<file path="config.mk">
export PLATFORM = sky130hd
export DESIGN_NAME = bip_run_controller_flat
export DESIGN_NICKNAME = d
export VERILOG_FILES = /design/src/rtl/bip_run_controller_if.sv /design/src/rtl/bip_run_controller.sv /design/src/flat_wrapper.sv
export SDC_FILE = /design/constraint.sdc
export NUM_CORES = 1
export LEC_CHECK = 0
export ABC_AREA = 1
export CAP_MARGIN = 15
export CORE_ASPECT_RATIO = 0.7
export CORE_MARGIN = 4
export CORE_UTILIZATION = 40
export DETAILED_ROUTE_END_ITERATION = 10
export HOLD_SLACK_MARGIN = 0.06
export PLACE_DENSITY = 0.68
export SETUP_SLACK_MARGIN = 0.4
export SLEW_MARGIN = 15
export SYNTH_ARGS = -nofsm -noshare
export SYNTH_HDL_FRONTEND = slang
export SYNTH_SLANG_ARGS = --single-unit
</file>
<file path="constraint.sdc">
create_clock -name clock_in -period 3.01 [get_ports clock_in]
set_input_delay 0.301 -clock clock_in [delete_from_list [all_inputs] [get_ports clock_in]]
set_output_delay 0.301 -clock clock_in [all_outputs]
set_load 0.01 [all_outputs]
</file>
<file path="src/rtl/bip_run_controller_if.sv">
// Load-stream interface between the host (program source) and the run controller.
//   load_valid_in  : host has a program word on load_data_in
//   load_ready_out : controller accepts the word this cycle
//   load_data_in   : program word
//   load_last_in   : word is the final one of the program
// The host side uses the master modport, the controller the slave modport.
interface bip_run_controller_if #(
    parameter int INSTRUCTION_DATA_WIDTH = 16
);
    logic                              load_valid_in;
    logic                              load_ready_out;
    logic [INSTRUCTION_DATA_WIDTH-1:0] load_data_in;
    logic                              load_last_in;

    modport master (
        output load_valid_in,
        output load_data_in,
        output load_last_in,
        input  load_ready_out
    );

    modport slave (
        input  load_valid_in,
        input  load_data_in,
        input  load_last_in,
        output load_ready_out
    );
endinterface

</file>
<file path="src/rtl/bip_run_controller.sv">
// Sequencer for one BIP processor run: streams a program into instruction
// memory, holds the CPU in reset, releases it and watches the fetch stream
// until HLT, a cycle-limit timeout or an out-of-range fetch ends the run.
// Ports:
//   clock_in, reset_in            : clock, synchronous active-high reset
//   start_in                      : one-cycle pulse, starts a load (IDLE/END only)
//   load_bus (slave)              : program word stream with valid/ready/last
//   prog_wr/address/data_out      : instruction memory write port (1-cycle latency)
//   cpu_reset_out                 : CPU reset, polarity set by CPU_RESET_ACTIVE_HIGH
//   instruction_in/_address_in    : current CPU fetch
//   cycle_limit_in                : run cycle limit, 0 = unlimited
//   busy/done/timeout/range_error : status; the three end flags are sticky
//   cycle_count_out               : RUN cycles elapsed (saturating)
//   program_length_out            : number of words loaded
module bip_run_controller #(
    parameter int OPERAND_ADDRESS_WIDTH  = 11,
    parameter int INSTRUCTION_DATA_WIDTH = 16,
    parameter int OPCODE_WIDTH           = 5,
    parameter int HLT_OPCODE             = 0,
    parameter int RESET_CYCLES           = 2,
    parameter int CYCLE_WIDTH            = 24,
    parameter int CPU_RESET_ACTIVE_HIGH  = 1
) (
    input  logic                              clock_in,
    input  logic                              reset_in,
    input  logic                              start_in,
    bip_run_controller_if.slave               load_bus,
    output logic                              prog_wr_out,
    output logic [OPERAND_ADDRESS_WIDTH-1:0]  prog_address_out,
    output logic [INSTRUCTION_DATA_WIDTH-1:0] prog_data_out,
    output logic                              cpu_reset_out,
    input  logic [INSTRUCTION_DATA_WIDTH-1:0] instruction_in,
    input  logic [OPERAND_ADDRESS_WIDTH-1:0]  instruction_address_in,
    input  logic [CYCLE_WIDTH-1:0]            cycle_limit_in,
    output logic                              busy_out,
    output logic                              done_out,
    output logic                              timeout_out,
    output logic                              range_error_out,
    output logic [CYCLE_WIDTH-1:0]            cycle_count_out,
    output logic [OPERAND_ADDRESS_WIDTH:0]    program_length_out
);
    localparam int AW = OPERAND_ADDRESS_WIDTH;
    localparam int DW = INSTRUCTION_DATA_WIDTH;
    localparam int CW = CYCLE_WIDTH;
    // Hold counter runs RESET_CYCLES-1 down to 0.
    localparam int HW = (RESET_CYCLES > 1) ? $clog2(RESET_CYCLES) : 1;

    localparam logic [HW-1:0]           HOLD_LOAD    = HW'(RESET_CYCLES - 1);
    localparam logic [HW-1:0]           HOLD_ONE     = HW'(1);
    localparam logic [AW-1:0]           ADDR_ONE     = AW'(1);
    localparam logic [AW-1:0]           ADDR_LAST    = '1;
    localparam logic [AW:0]             LEN_ONE      = (AW + 1)'(1);
    localparam logic [CW-1:0]           CNT_ONE      = CW'(1);
    localparam logic [CW-1:0]           CNT_MAX      = '1;
    localparam logic [OPCODE_WIDTH-1:0] HLT_OP       = OPCODE_WIDTH'(HLT_OPCODE);
    localparam logic                    CPU_RESET_ON = (CPU_RESET_ACTIVE_HIGH != 0);

    typedef enum logic [2:0] {
        ST_IDLE,
        ST_LOAD,
        ST_HOLD,
        ST_RUN,
        ST_END
    } state_t;

    state_t          state_reg, state_next;
    logic [AW-1:0]   wr_addr_reg, wr_addr_next;
    logic [AW:0]     length_reg, length_next;
    logic [HW-1:0]   hold_reg, hold_next;
    logic [CW-1:0]   count_reg, count_next;
    logic            prog_wr_reg, prog_wr_next;
    logic [AW-1:0]   prog_address_reg, prog_address_next;
    logic [DW-1:0]   prog_data_reg, prog_data_next;
    logic            load_ready_reg, load_ready_next;
    logic            cpu_reset_reg, cpu_reset_next;
    logic            busy_reg, busy_next;
    logic            done_reg, done_next;
    logic            timeout_reg, timeout_next;
    logic            range_reg, range_next;

    logic            beat;
    logic            hit_hlt;
    logic            hit_range;
    logic            hit_limit;

    always_comb begin
        state_next        = state_reg;
        wr_addr_next      = wr_addr_reg;
        length_next       = length_reg;
        hold_next         = hold_reg;
        count_next        = count_reg;
        prog_wr_next      = 1'b0;
        prog_address_next = prog_address_reg;
        prog_data_next    = prog_data_reg;
        done_next         = done_reg;
        timeout_next      = timeout_reg;
        range_next        = range_reg;

        // load_ready_reg is only ever high in LOAD, so valid outside LOAD is ignored.
        beat      = load_bus.load_valid_in && load_ready_reg;
        hit_hlt   = (instruction_in[DW-1 -: OPCODE_WIDTH] == HLT_OP);
        hit_range = ({1'b0, instruction_address_in} >= length_reg);
        hit_limit = (cycle_limit_in != '0) && (count_reg == cycle_limit_in);

        case (state_reg)
            ST_IDLE, ST_END: begin
                if (start_in) begin
                    state_next   = ST_LOAD;
                    wr_addr_next = '0;
                    length_next  = '0;
                    count_next   = '0;
                    done_next    = 1'b0;
                    timeout_next = 1'b0;
                    range_next   = 1'b0;
                end
            end
            ST_LOAD: begin
                if (beat) begin
                    prog_wr_next      = 1'b1;
                    prog_address_next = wr_addr_reg;
                    prog_data_next    = load_bus.load_data_in;
                    wr_addr_next      = wr_addr_reg + ADDR_ONE;
                    length_next       = length_reg + LEN_ONE;
                    // The top address is an implicit last word: the program never wraps.
                    if (load_bus.load_last_in || (wr_addr_reg == ADDR_LAST)) begin
                        state_next = ST_HOLD;
                        hold_next  = HOLD_LOAD;
                    end
                end
            end
            ST_HOLD: begin
                if (hold_reg == '0) begin
                    state_next = ST_RUN;
                end else begin
                    hold_next = hold_reg - HOLD_ONE;
                end
            end
            ST_RUN: begin
                // HLT beats range error beats timeout; only one flag is ever set.
                if (hit_hlt) begin
                    done_next  = 1'b1;
                    state_next = ST_END;
                end else if (hit_range) begin
                    range_next = 1'b1;
                    state_next = ST_END;
                end else if (hit_limit) begin
                    timeout_next = 1'b1;
                    state_next   = ST_END;
                end else if (count_reg != CNT_MAX) begin
                    count_next = count_reg + CNT_ONE;
                end
            end
            default: state_next = ST_IDLE;
        endcase

        // Output registers are loaded from the state being entered so every
        // output lines up with the state it describes.
        load_ready_next = (state_next == ST_LOAD);
        busy_next       = (state_next == ST_LOAD) || (state_next == ST_HOLD) ||
                          (state_next == ST_RUN);
        cpu_reset_next  = (state_next == ST_RUN) ? ~CPU_RESET_ON : CPU_RESET_ON;
    end

    always_ff @(posedge clock_in) begin
        if (reset_in) begin
            state_reg        <= ST_IDLE;
            wr_addr_reg      <= '0;
            length_reg       <= '0;
            hold_reg         <= '0;
            count_reg        <= '0;
            prog_wr_reg      <= 1'b0;
            prog_address_reg <= '0;
            prog_data_reg    <= '0;
            load_ready_reg   <= 1'b0;
            cpu_reset_reg    <= CPU_RESET_ON;
            busy_reg         <= 1'b0;
            done_reg         <= 1'b0;
            timeout_reg      <= 1'b0;
            range_reg        <= 1'b0;
        end else begin
            state_reg        <= state_next;
            wr_addr_reg      <= wr_addr_next;
            length_reg       <= length_next;
            hold_reg         <= hold_next;
            count_reg        <= count_next;
            prog_wr_reg      <= prog_wr_next;
            prog_address_reg <= prog_address_next;
            prog_data_reg    <= prog_data_next;
            load_ready_reg   <= load_ready_next;
            cpu_reset_reg    <= cpu_reset_next;
            busy_reg         <= busy_next;
            done_reg         <= done_next;
            timeout_reg      <= timeout_next;
            range_reg        <= range_next;
        end
    end

    assign load_bus.load_ready_out = load_ready_reg;
    assign prog_wr_out             = prog_wr_reg;
    assign prog_address_out        = prog_address_reg;
    assign prog_data_out           = prog_data_reg;
    assign cpu_reset_out           = cpu_reset_reg;
    assign busy_out                = busy_reg;
    assign done_out                = done_reg;
    assign timeout_out             = timeout_reg;
    assign range_error_out         = range_reg;
    assign cycle_count_out         = count_reg;
    assign program_length_out      = length_reg;
endmodule

</file>
<file path="src/flat_wrapper.sv">
// flat-port wrapper written by rule: the top's interface ports become plain ports
module bip_run_controller_flat 
#(
    parameter int OPERAND_ADDRESS_WIDTH  = 11,
    parameter int INSTRUCTION_DATA_WIDTH = 16,
    parameter int OPCODE_WIDTH           = 5,
    parameter int HLT_OPCODE             = 0,
    parameter int RESET_CYCLES           = 2,
    parameter int CYCLE_WIDTH            = 24,
    parameter int CPU_RESET_ACTIVE_HIGH  = 1
)
  (clock_in, reset_in, start_in, prog_wr_out, prog_address_out, prog_data_out, cpu_reset_out, instruction_in, instruction_address_in, cycle_limit_in, busy_out, done_out, timeout_out, range_error_out, cycle_count_out, program_length_out, load_bus_load_valid_in, load_bus_load_data_in, load_bus_load_last_in, load_bus_load_ready_out);
  bip_run_controller_if #(.INSTRUCTION_DATA_WIDTH(INSTRUCTION_DATA_WIDTH)) load_bus_i ();
  input  logic clock_in;
  input  logic reset_in;
  input  logic start_in;
  output logic prog_wr_out;
  output logic [OPERAND_ADDRESS_WIDTH-1:0] prog_address_out;
  output logic [INSTRUCTION_DATA_WIDTH-1:0] prog_data_out;
  output logic cpu_reset_out;
  input  logic [INSTRUCTION_DATA_WIDTH-1:0] instruction_in;
  input  logic [OPERAND_ADDRESS_WIDTH-1:0] instruction_address_in;
  input  logic [CYCLE_WIDTH-1:0] cycle_limit_in;
  output logic busy_out;
  output logic done_out;
  output logic timeout_out;
  output logic range_error_out;
  output logic [CYCLE_WIDTH-1:0] cycle_count_out;
  output logic [OPERAND_ADDRESS_WIDTH:0] program_length_out;
  input wire logic [$bits(load_bus_i.load_valid_in)-1:0] load_bus_load_valid_in;
  input wire logic [$bits(load_bus_i.load_data_in)-1:0] load_bus_load_data_in;
  input wire logic [$bits(load_bus_i.load_last_in)-1:0] load_bus_load_last_in;
  output wire logic [$bits(load_bus_i.load_ready_out)-1:0] load_bus_load_ready_out;
  assign load_bus_i.load_valid_in = load_bus_load_valid_in;
  assign load_bus_i.load_data_in = load_bus_load_data_in;
  assign load_bus_i.load_last_in = load_bus_load_last_in;
  assign load_bus_load_ready_out = load_bus_i.load_ready_out;
  bip_run_controller #(.OPERAND_ADDRESS_WIDTH(OPERAND_ADDRESS_WIDTH), .INSTRUCTION_DATA_WIDTH(INSTRUCTION_DATA_WIDTH), .OPCODE_WIDTH(OPCODE_WIDTH), .HLT_OPCODE(HLT_OPCODE), .RESET_CYCLES(RESET_CYCLES), .CYCLE_WIDTH(CYCLE_WIDTH), .CPU_RESET_ACTIVE_HIGH(CPU_RESET_ACTIVE_HIGH)) u_core (.clock_in(clock_in), .reset_in(reset_in), .start_in(start_in), .load_bus(load_bus_i), .prog_wr_out(prog_wr_out), .prog_address_out(prog_address_out), .prog_data_out(prog_data_out), .cpu_reset_out(cpu_reset_out), .instruction_in(instruction_in), .instruction_address_in(instruction_address_in), .cycle_limit_in(cycle_limit_in), .busy_out(busy_out), .done_out(done_out), .timeout_out(timeout_out), .range_error_out(range_error_out), .cycle_count_out(cycle_count_out), .program_length_out(program_length_out));
endmodule
</file>
== After elaboration in Yosys (flattened, before gate mapping) ==
Index checks and enable logic that the tools add are counted.

* Register bits: 85
* Bits of input ports: 72
* Output and inout port bits: 70
* Logic and storage cells: 96

* $add $sub $neg: 4
* $lt $le $gt $ge: 1
* Equal/unequal tests: 20
* Mux-type cells: 36
* Bitwise gates (word level): 1
* Reductions and logical operators: 20

{| class="wikitable"
|+ Operators by type and width
! cell !! number
|-
| $mux 24 || 5
|-
| $pmux 24 s2 || 1
|-
| $add 24x1->24 const B || 1
|-
| $eq 24x24->1 || 1
|-
| $mux 12 || 2
|-
| $ne 24x24->1 const B || 1
|-
| $pmux 12 s2 || 1
|-
| $reduce_bool 24->1 || 1
|-
| $mux 11 || 2
|-
| $pmux 11 s2 || 1
|-
| $mux 3 || 7
|-
| $add 12x1->12 const B || 1
|-
| $eq 3x2->1 const B || 4
|-
| $ge 11x12->1 || 1
|-
| $mux 1 || 12
|-
| $ne 2x1->1 const B || 6
|-
| $pmux 3 s4 || 1
|-
| $add 11x1->11 const B || 1
|-
| $eq 11x11->1 const B || 1
|-
| $reduce_and 3->1 || 3
|-
| $ne 2x2->1 const B || 4
|-
| $pmux 1 s2 || 4
|-
| $eq 3x1->1 const B || 2
|-
| $reduce_and 6->1 || 1
|-
| other kinds (12) || 18
|}

== Depth between registers and ports, before layout ==
* Word-level depth: 9
* Gate-level depth with buffers: 14
* Depth with buffers taken out: 14

== Worst setup path after synthesis ==
OpenSTA, ideal clock, no wires.

* Path kind: register -> register
* Start: register u_core.length_reg[7] (netlist: u_core.program_length_out[7])
* End: register u_core.count_reg[15] (netlist: u_core.cycle_count_out[15])
* Arrival: 1.961 ns
* Data required time: 2.940 ns
* Slack: 0.979 ns
* Stages on the path, launching flop included: 11
* Buffers on the path: 1
* Clock period less this slack: 2.031 ns
* Path through: dfxtp_1 inv_1 ha_1 a21oi_1 o21ai_0 a21oi_1 nand2_1 o21ai_4 buf_2 nand3_1 a21oi_1

* Word-level cells in the longest chain between the ends: 3

{| class="wikitable"
|+ Ends and longest elaborated chain
! item !! RTL line !! RTL
|-
| from (decl) || bip_run_controller.sv:68 || <nowiki>logic [AW:0] length_reg, length_next;</nowiki>
|-
| from (signal assigned) || bip_run_controller.sv:183 || <nowiki>length_reg <= length_next;</nowiki>
|-
| $ge 11x12->1 || bip_run_controller.sv:102 || <nowiki>hit_range = ({1'b0, instruction_address_in} >= length_reg);</nowiki>
|-
| $ne 2x2->1 (no source line) || - ||
|-
| $reduce_and 6->1 (no source line) || - ||
|-
| to (signal assigned) || bip_run_controller.sv:185 || <nowiki>count_reg <= count_next;</nowiki>
|-
| to (decl) || bip_run_controller.sv:70 || <nowiki>logic [CW-1:0] count_reg, count_next;</nowiki>
|}

Every way passes these cells.
A chain may end at the register's enable or synchronous reset.

== Final worst setup path ==
* Start: register u_core.count_reg[1] (netlist: u_core.cycle_count_out[1])
* End: register u_core.count_reg[11] (netlist: u_core.cycle_count_out[11])

* Word-level cells in the longest chain between the ends: 6
* Elaborated cells on any way between the ends: 12
* Classes of those cells: 1 x add/sub; 4 x eq/ne; 5 x mux; 2 x reduce/logical

{| class="wikitable"
|+ Ends and longest elaborated chain
! item !! RTL line !! RTL
|-
| $add 24x1->24 || bip_run_controller.sv:150 || <nowiki>count_next = count_reg + CNT_ONE;</nowiki>
|-
| $mux 24 || bip_run_controller.sv:149 || <nowiki>end else if (count_reg != CNT_MAX) begin</nowiki>
|-
| $mux 24 || bip_run_controller.sv:146 || <nowiki>end else if (hit_limit) begin</nowiki>
|-
| $mux 24 || bip_run_controller.sv:143 || <nowiki>end else if (hit_range) begin</nowiki>
|-
| $mux 24 || bip_run_controller.sv:140 || <nowiki>if (hit_hlt) begin</nowiki>
|-
| $pmux 24 s2 || bip_run_controller.sv:105 || <nowiki>case (state_reg)</nowiki>
|}

Parallel ways exist; a longest one is shown, timed or not. The select of a mux whose other input is x is not followed.

==> impl_metrics.yaml <==
global_route:
  grt_pass1_wl_um: 24100
  grt-ovfl-total: 0
  grt_pass1_vias: 4726
  grt_antenna_before_repair: 0
  grt_start_max_net_pins: 33
  grt_usage_pct: 22.0
cells_and_area:
  area_growth_pct: 37.7
  layout.cells.most_common: "nand2_1"
  largest_register_ffs: 24
  fillers: 1069
  final_cell_mix: "nand2_1, nor2_1, clkdlybuf4s50_1"
  drive_above_1_share_pct: 5.67
  finalNonFillerCells: 999
  final_area_um2: 6500
  insertedDiodeCount: 0
  final_nets: 927
yosys:
  ys_types: 35
  synth-seq-cells: 85
  ys_async_sr_fraction_pct: 0
  syn_inst: 713
  syn-num-nets: 799
  syn_area_um2: 4720
  seq_area_frac_synth_pct: 36.0
  yosys_warnings: 0
  synth_top_area_share_pct: 36.0
  synth_area_leaders: "dfxtp_1, nand2_1, nor2_1"
  synth_flop_cell: "dfxtp_1"
  synth-edff-count: 0
  syn_area_per_cell_um2: 6.63
  synth_top_area_cell: "dfxtp_1"
floorplan:
  dieArea_um2: 13600
  initial_core_util_pct: 41.8
  pin_count: 142
  std_cell_rows: 32
  die_x_um: 138
  core_area_um2: 11300
  die_h_um: 98.9
placement:
  post-dp-hpwl_um: 11400
  place.port_buffers: 130
  placed_cells: 981
  place_area_um2: 6170
  gp_congestion: 0.931
routing:
  drtAntennaViolNets: 0
  wl_per_cell_um: 14.8
  vias: 5074
  avgViaCountPerCell: 5.08
  drt_first_iter_violations: 464
  drt_wl_total_um: 14800
  drc: 0
  dr.pass1.iters: 5
setup_path:
  r2r_setup_slack_ps: 670
  crit_path_start: "u_core.cycle_count_out[1]"
  worstPathMaxFanout: 27
  crit_path_start_kind: "flop"
  r2r-start: "u_core.cycle_count_out[1]"
  arrival_ps: 2620
  crit_required_ps: 3290
  critPathKind: "reg2reg"
  end_kind: "flop"
clocking:
  clk_latency_ps: 350
  clock_path_buffers: 2
  cts_root_buf: "clkbuf_16"
  clk_pin_slew_worst_paths_ps: 60
  cts_buffers: 9
  cts_htree_levels: 3
  cts_hold_buf: 0
  clock_sinks: 85
  cts_tree: "yes"
timing:
  hold_viol: 0
  report.final.setup_viol: 0
  final-max-slew-violation-count: 0
  maxSlewHeadroom_pct: 52.2
  tightest_slew_ps: 716
  period_share_pct: 77.8
  period_needed_ps: 2340
  fin_skew_ps: 10.8
  max_freq_mhz: 427
  rsz0062_at_grt: "false"
  final.setup.tns_ps: 0
job:
  cap_violations: 0
status:
  status: "finished clean"
power:
  irDropWorstVdd_v: 0.000300
  powerDensity_nw_per_um2: 411
  total_power_mw: 2.67
  p_leak_nw: 2.40
worst_hold_path:
  hp-class: "reg2reg"
  hp-start: "u_core.wr_addr_reg[4]"
metrics by stage:
| step | hold WS [ps] | setup slack (ps) | utilization [%] |
|---|---|---|---|
| final | 475 | 667 | 57.6 |
| after global routing | 489 | 471 | 57.6 |
| after CTS | 477 | 547 | 57.3 |
| after detailed placement | 469 | 361 | 54.6 |
| after global placement | 456 | 400 | 54.6 |
| after floorplan | 436 | 979 | - |
cell usage after synthesis, drive strengths merged, types with 2 or more instances:
cell,n
ha,14
nand4,7
clkbuf,16
dfxtp,85
o21ai,44
nand3,42
nor2,148
buf,8
o21a,2
and3,2
inv,59
a211oi,4
xor2,6
nor3,22
a21oi,55
clkinv,3
nand2,165
xnor2,25
cell families (layout without fill, tap and decap cells):
group	Yosys count	count (layout)	share of synthesized area [%]
compound gates	109	109	12.3
xor+xnor	31	31	5.75
fa+ha+maj	14	14	3.71
buf+inv	86	219	7.36
flops	85	85	36.0
simple gates	388	388	34.8
cell type report:
| class | instances | area [um^2] | share of cell area [%] |
|---|---|---|---|
| clock buffers | 11 | 243 | 3.73 |
| clock inverters | 5 | 60.1 | 0.923 |
| inverters | 62 | 233 | 3.58 |
| multi-input cells | 542 | 2690 | 41.4 |
| flip-flops and latches | 85 | 1700 | 26.2 |
| well taps | 153 | 191 | 2.94 |
| repair buffers | 141 | 1380 | 21.3 |
worst max-delay path, stage by stage, from the launching register on:
cell,delay [ps]
dfxtp_1,460
ha_1,340
inv_1,130
nor2_4,230
nand2_2,120
nor3_2,120
nand3_1,90
nand2_1,120
nand2_4,210
nand2_8,230
nand2_1,80
a21oi_1,130
per-layer routing:
| metal | GRT usage, % | share of wire [%] | up-vias |
|---|---|---|---|
| li1 | - | - | 2551 |
| met1 | 33.1 | 48 | 2307 |
| met2 | 31.0 | 41 | 198 |
| met3 | 5.87 | 9.5 | 18 |
| met4 | 5.09 | 1.0 | 0 |
| met5 | 0 | 0 | - |
where the power goes:
part / total (mW) / switching (mW) / internal, mW
clock network: 1.13 / 0.461 / 0.667
logic: 0.369 / 0.187 / 0.181
registers: 1.18 / 0.0214 / 1.16
timing repair:
item                       CTS  global route
gates resized for setup      0             3
buffers inserted             0             2
setup endpoints to repair    0            22
worst paths after layout:
check	endpoint	cells after the start
hold reg to reg	u_core.prog_address_out[4]	2
hold / removal	u_core.prog_address_out[4]	2
setup / recovery	u_core.cycle_count_out[11]	11
setup reg to reg	u_core.cycle_count_out[11]	11
Note: power is estimated with default switching activity, not from simulation.
==> patch 1: new RTL, same settings <==
Re-encode `state_t` (5 states) as one-hot, 5 bits wide.
--- a/src/rtl/bip_run_controller.sv
+++ b/src/rtl/bip_run_controller.sv
@@ -57,8 +57,8 @@
 
-    typedef enum logic [2:0] {
-        ST_IDLE,
-        ST_LOAD,
-        ST_HOLD,
-        ST_RUN,
-        ST_END
+    typedef enum logic [4:0] {
+        ST_IDLE = 5'b00001,
+        ST_LOAD = 5'b00010,
+        ST_HOLD = 5'b00100,
+        ST_RUN  = 5'b01000,
+        ST_END  = 5'b10000
     } state_t;
Function: no difference found for any inputs over 4 cycles, from zero or initial values and one cycle with reset_in high; so few cycles prove little.
==> patch 1 against the original RTL <==
- via count up 0.55%
- synthesized area grew 2.7%
- design area grew 1.4%
- wire length increased by 1.9%
- setup slack lost 0.021 ns
- sequential cell count is 2 higher
- power down 2.4%
- clock power decreased by 6%
- critical path type unchanged
- highest routed layer unchanged
==> patch 1: results (changes against the original RTL) <==
- CTS max path bufs: 2 (unchanged)
- Area contributors post-synth: dfxtp_1 36%, nand2_1 12%, nor2_1 10% (was dfxtp_1 36%, nand2_1 13%, nor2_1 11%)
- Via count: 5102 (was 5074)
- CP arrival: 2.63 ns (was 2.62 ns)
- Synthesized area per cell: 6.682 sq um (was 6.626 sq um)
- Reg2Reg Depth: 10 (was 11)
- FF-to-FF End: u_core.cycle_count_out[13] (was u_core.cycle_count_out[11])
- Worst hold start: u_core.done_out (was u_core.wr_addr_reg[4])
- First-pass GRT wire length: 24.15 mm (was 24.06 mm)
- ANT cells: 0 (unchanged)
- RR Startpoint: u_core.cycle_count_out[9] (was u_core.cycle_count_out[1])
- Antenna violations before repair: 0 (unchanged)
- Synth Area in XOR/XNOR: 6.319% (was 5.747%)
- Hold Path Sink: u_core.done_out (was u_core.prog_address_out[4])
- Vias in the first global route: 4692 (was 4726)
- CTS buffer count: 9 (unchanged)
- Post-placement cell count: 999 (was 981)
- H-Tree Depth: 3 (unchanged)
- Count of cell types in the netlist: 41 (was 35)
- Synth Area in Adders: 3.611% (was 3.708%)
- Setup Skew: 0.006856 ns (was 0.01080 ns)
- Routed wire length per instance: 14.84 microns (was 14.77 microns)
- Final nets: 939 (was 927)
- R2R Setup Slk: 0.65 ns (was 0.67 ns)
- Layout cell share with drive strength beyond 1: 5.368% (was 5.674%)
- Post-placement cell area: 6312 sq um (was 6170 sq um)
- Switch Pwr: 0.6867 mW (was 0.6693 mW)
- DRC: 0 (unchanged)
- Sequential area share after synthesis: 35.90% (was 36.02%)
- Initial DRC Count: 346 (was 464)
- Critical path origin: u_core.cycle_count_out[9] (was u_core.cycle_count_out[1])
- Period utilization: 78.54% (was 77.83%)
- Worst Path Max Fanout: 25 (was 27)
- Syn_nets: 812 (was 799)
- Final setup vio count: 0 (unchanged)
- Final ANT Viol Nets: 0 (unchanged)
- Total GRT Usage: 21.21% (was 21.96%)
- Pleak: 2.440 nW (was 2.399 nW)
- Hold Slack: 0.4560 ns (was 0.4751 ns)
- Hpwl dp: 11.40 mm (about the same)
- Status: completed (unchanged)
- Placer congestion estimate: 0.9632 (was 0.9306)
- Max VDD drop: 0.0002797 V (was 0.0003002 V)
- Post-synth top cells: 157 x nand2_1, 134 x nor2_1, 87 x dfxtp_1, 66 x inv_1, 58 x a21oi_1 (was 161 x nand2_1, 142 x nor2_1, 85 x dfxtp_1, 55 x a21oi_1, 54 x inv_1)
- Synth Area in Compound Gates: 12.59% (was 12.34%)
- Slew Limit Headroom: 56.94% (was 52.21%)
- Routed WL: 15.04 mm (was 14.76 mm)
## patch 1: changes by cell type in the layout (fill, tap and decap cells not counted), moves of 3 or more
cell / delta
inv_1: +12
nor2_1: -8
xor2_1: +6
nand2_1: -4
a21oi_1: +3
clkinv_1: -3
inv_2: -3
nor2_2: -3
nor3_1: +3
## patch 1: area by class of cell
class / count / area, sq um
tap: 157 / 196.4
clock buffer: 10 / 239.0
sequential: 87 / 1742
fill: 1130 / 5171
timing repair buffer: 141 / 1384
multi-input combinational: 546 / 2739
clock inverter: 5 / 41.29
inverter: 68 / 255.2
## patch 1: metal layers
metal | vias up | routed length (microns) | GRT usage (%) | share of wire [%]
met5 | - | 0 | 0 | 0
met4 | 0 | 118 | 4.095 | 0.78
met1 | 2307 | 7652 | 32.88 | 51
met2 | 193 | 5922 | 29.36 | 39
li1 | 2590 | - | - | -
met3 | 12 | 1349 | 5.619 | 9.0
## patch 1: power groups by stage
| stage | Combinational (mW) | Clock [mW] | Sequential (mW) |
|---|---|---|---|
| after detailed placement | 0.367 | 0 | 1.21 |
| after floorplan | 0.188 | 0 | 1.22 |
| after global routing | 0.406 | 1.13 | 1.19 |
| after global placement | 0.359 | 0 | 1.21 |
| final | 0.369 | 1.06 | 1.18 |
| after CTS | 0.369 | 1.08 | 1.18 |
## patch 1: cell families (layout without fill, tap and decap cells)
| family | count (synthesis) | count (layout) |
|---|---|---|
| AND/OR/NAND/NOR | 384 | 384 |
| adder cells (fa/ha/maj) | 14 | 14 |
| flip-flops | 87 | 87 |
| buffers and inverters | 93 | 224 |
| AO/OA/AOI/OAI | 113 | 113 |
| XOR/XNOR | 35 | 35 |
## patch 1: per-stage QoR
step / worst slack [ns] / utilization [%]
floorplan: 1.037 / -
CTS: 0.6181 / 56.02
detailed placement: 0.4099 / 53.64
global route: 0.4238 / 56.06
finish: 0.6459 / 56.06
global placement: 0.4589 / 53.64
## patch 1: worst max-delay path, cell delays in order (launching register included)
cell and delay, ns:
dfxtp_1 0.50, nand2_1 0.15, nor2_1 0.38, nand2_2 0.16, nor2_1 0.11, nand4_1 0.10
nand2_1 0.14, nand2_4 0.20, nand2_4 0.32, nand2_1 0.10, a21oi_1 0.13
## patch 1: repair_timing
action	4_1_cts	5_1_grt
hold endpoints to repair	0	0
endpoints found under the setup margin	0	23
resized for setup	0	1
## patch 1: worst max path at each step
stage | end | cells after the start
final | u_core.cycle_count_out[13] | 10
after global routing | u_core.cycle_count_out[5] | 10
after CTS | u_core.cycle_count_out[5] | 10
after detailed placement | u_core.cycle_count_out[0] | 10
after global placement | u_core.cycle_count_out[20] | 13
after floorplan | u_core.cycle_count_out[0] | 10
==> patch 2: new RTL, same settings <==
Made on the original files. `OPCODE_WIDTH` is set to 5 in 2 places; all go to 7.
--- a/src/rtl/bip_run_controller.sv
+++ b/src/rtl/bip_run_controller.sv
@@ -17,3 +17,3 @@
     parameter int INSTRUCTION_DATA_WIDTH = 16,
-    parameter int OPCODE_WIDTH           = 5,
+    parameter int OPCODE_WIDTH           = 7,
     parameter int HLT_OPCODE             = 0,
--- a/src/flat_wrapper.sv
+++ b/src/flat_wrapper.sv
@@ -5,3 +5,3 @@
     parameter int INSTRUCTION_DATA_WIDTH = 16,
-    parameter int OPCODE_WIDTH           = 5,
+    parameter int OPCODE_WIDTH           = 7,
     parameter int HLT_OPCODE             = 0,
Formal check against the unedited RTL: not equivalent (a bounded check fails within 10 cycles, from zero or initial values and one cycle with reset_in high).
==> patch 2 against the original RTL <==
- design area up 0.71%
- synthesized cell count up 2.0%
- power about the same
- wire length down 3.2%
- hold slack better by 0.0076 ns
- sequential cell count unchanged
- setup slack worse by 0.057 ns
- largest cell class unchanged
- synthesized area up 0.90%
==> patch 2: results (changes against the original RTL) <==
- Post-CTS sizing: 0 (unchanged)
- Worst Slack Setup Final: 0.6104 ns (was 0.6672 ns)
- Sequential area share after synthesis: 35.70% (was 36.02%)
- Clock Root Buffer: clkbuf_16 (unchanged)
- Pleak: 2.408 nW (was 2.399 nW)
- CP arrival: 2.58 ns (was 2.62 ns)
- Max VDD drop: 0.0002774 V (was 0.0003002 V)
- CTS buffer count: 9 (unchanged)
- Reg2Reg Depth: 10 (was 11)
- Mux cell area share after synthesis: 0% (unchanged)
- Placer congestion estimate: 0.9087 (was 0.9306)
- CTS max path bufs: 2 (unchanged)
- Post-synth top cells: 159 x nand2_1, 141 x nor2_1, 85 x dfxtp_1, 58 x a21oi_1, 58 x inv_1 (was 161 x nand2_1, 142 x nor2_1, 85 x dfxtp_1, 55 x a21oi_1, 54 x inv_1)
- Critical Path Sink: u_core.cycle_count_out[14] (was u_core.cycle_count_out[11])
- Actual slew at the worst max-slew pin: 0.7240 ns (was 0.7161 ns)
- Synthesized area per cell: 6.557 sq um (was 6.626 sq um)
- Setup Skew: 0.006982 ns (was 0.01080 ns)
- Hold Path Sink: u_core.timeout_out (was u_core.prog_address_out[4])
- Total GRT Usage: 20.25% (was 21.96%)
- Initial DRC Count: 492 (was 464)
- Area contributors post-synth: dfxtp_1 36%, nand2_1 13%, nor2_1 11% (unchanged)
- Vias in the first global route: 4579 (was 4726)
- Layout cell share with drive strength beyond 1: 4.535% (was 5.674%)
- Synth Area in Compound Gates: 12.20% (was 12.34%)
- Hold Slack: 0.4827 ns (was 0.4751 ns)
- Most common flop cell mapped by yosys: dfxtp_1 (unchanged)
- Via count: 5100 (was 5074)
- First-pass GRT wire length: 23.12 mm (was 24.06 mm)
- Critical path origin: u_core.program_length_out[7] (was u_core.cycle_count_out[1])
- Routed wire length per instance: 14.05 microns (was 14.77 microns)
- Worst-skew pair later-pin latency: 0.34 ns
- Clk slew on worst S/H paths: 0.06 ns (about the same)
- Hpwl dp: 10.88 mm (was 11.40 mm)
- Hold path depth: 2 (unchanged)
- Synth Area in Adders: 3.675% (was 3.708%)
- Max reg flops: 24 (unchanged)
- Worst hold start: u_core.timeout_out (was u_core.wr_addr_reg[4])
- Post-placement cell area: 6252 sq um (was 6170 sq um)
- DP Worst Slack: 0.3182 ns (was 0.3609 ns)
- Post-placement cell count: 1001 (was 981)
- Vias per Instance: 5.015 (was 5.079)
- Count of cell types in the netlist: 38 (was 35)
- Largest net degree at the start of global routing: 38 (was 33)
- Final nets: 941 (was 927)
- Status: completed (unchanged)
- Detailed Routing Iterations Pass 1: 5 (unchanged)
- Port bufs: 132 (was 130)
- Worst Setup End Kind: register (unchanged)
- H-Tree Depth: 3 (unchanged)
- ANT cells: 0 (unchanged)
- Worst Path Max Fanout: 22 (was 27)
- Syn_nets: 813 (was 799)
- Synth Area in XOR/XNOR: 5.879% (was 5.747%)
-- patch 2: report_power, final --
part | switching, mW | internal, mW | total, mW
clock network | 0.438 | 0.667 | 1.11
logic | 0.197 | 0.190 | 0.387
registers | 0.0209 | 1.16 | 1.18
-- patch 2: metal layers --
layer  GRT usage, %  share of wire [%]
met1          30.26                 49
met4          3.417               0.65
met2          29.01                 41
met5              0                  0
met3          6.151                9.5
-- patch 2: layout make-up --
cell class	instances	area [sq um]
fill	1115	5134
multi-input combinational	553	2718
sequential	85	1702
timing repair buffer	143	1404
clock buffer	13	250.2
inverter	63	236.5
tap	157	196.4
clock inverter	3	45.04
-- patch 2: worst max-delay path, stage by stage (launching register included) --
cell     delay [ns]
dfxtp_1        0.40
inv_1          0.12
ha_1           0.32
a21oi_1        0.12
o21ai_0        0.13
a21oi_2        0.30
nand2_1        0.17
o21ai_4        0.18
nand2_2        0.28
nand2_1        0.15
a21oi_1        0.08
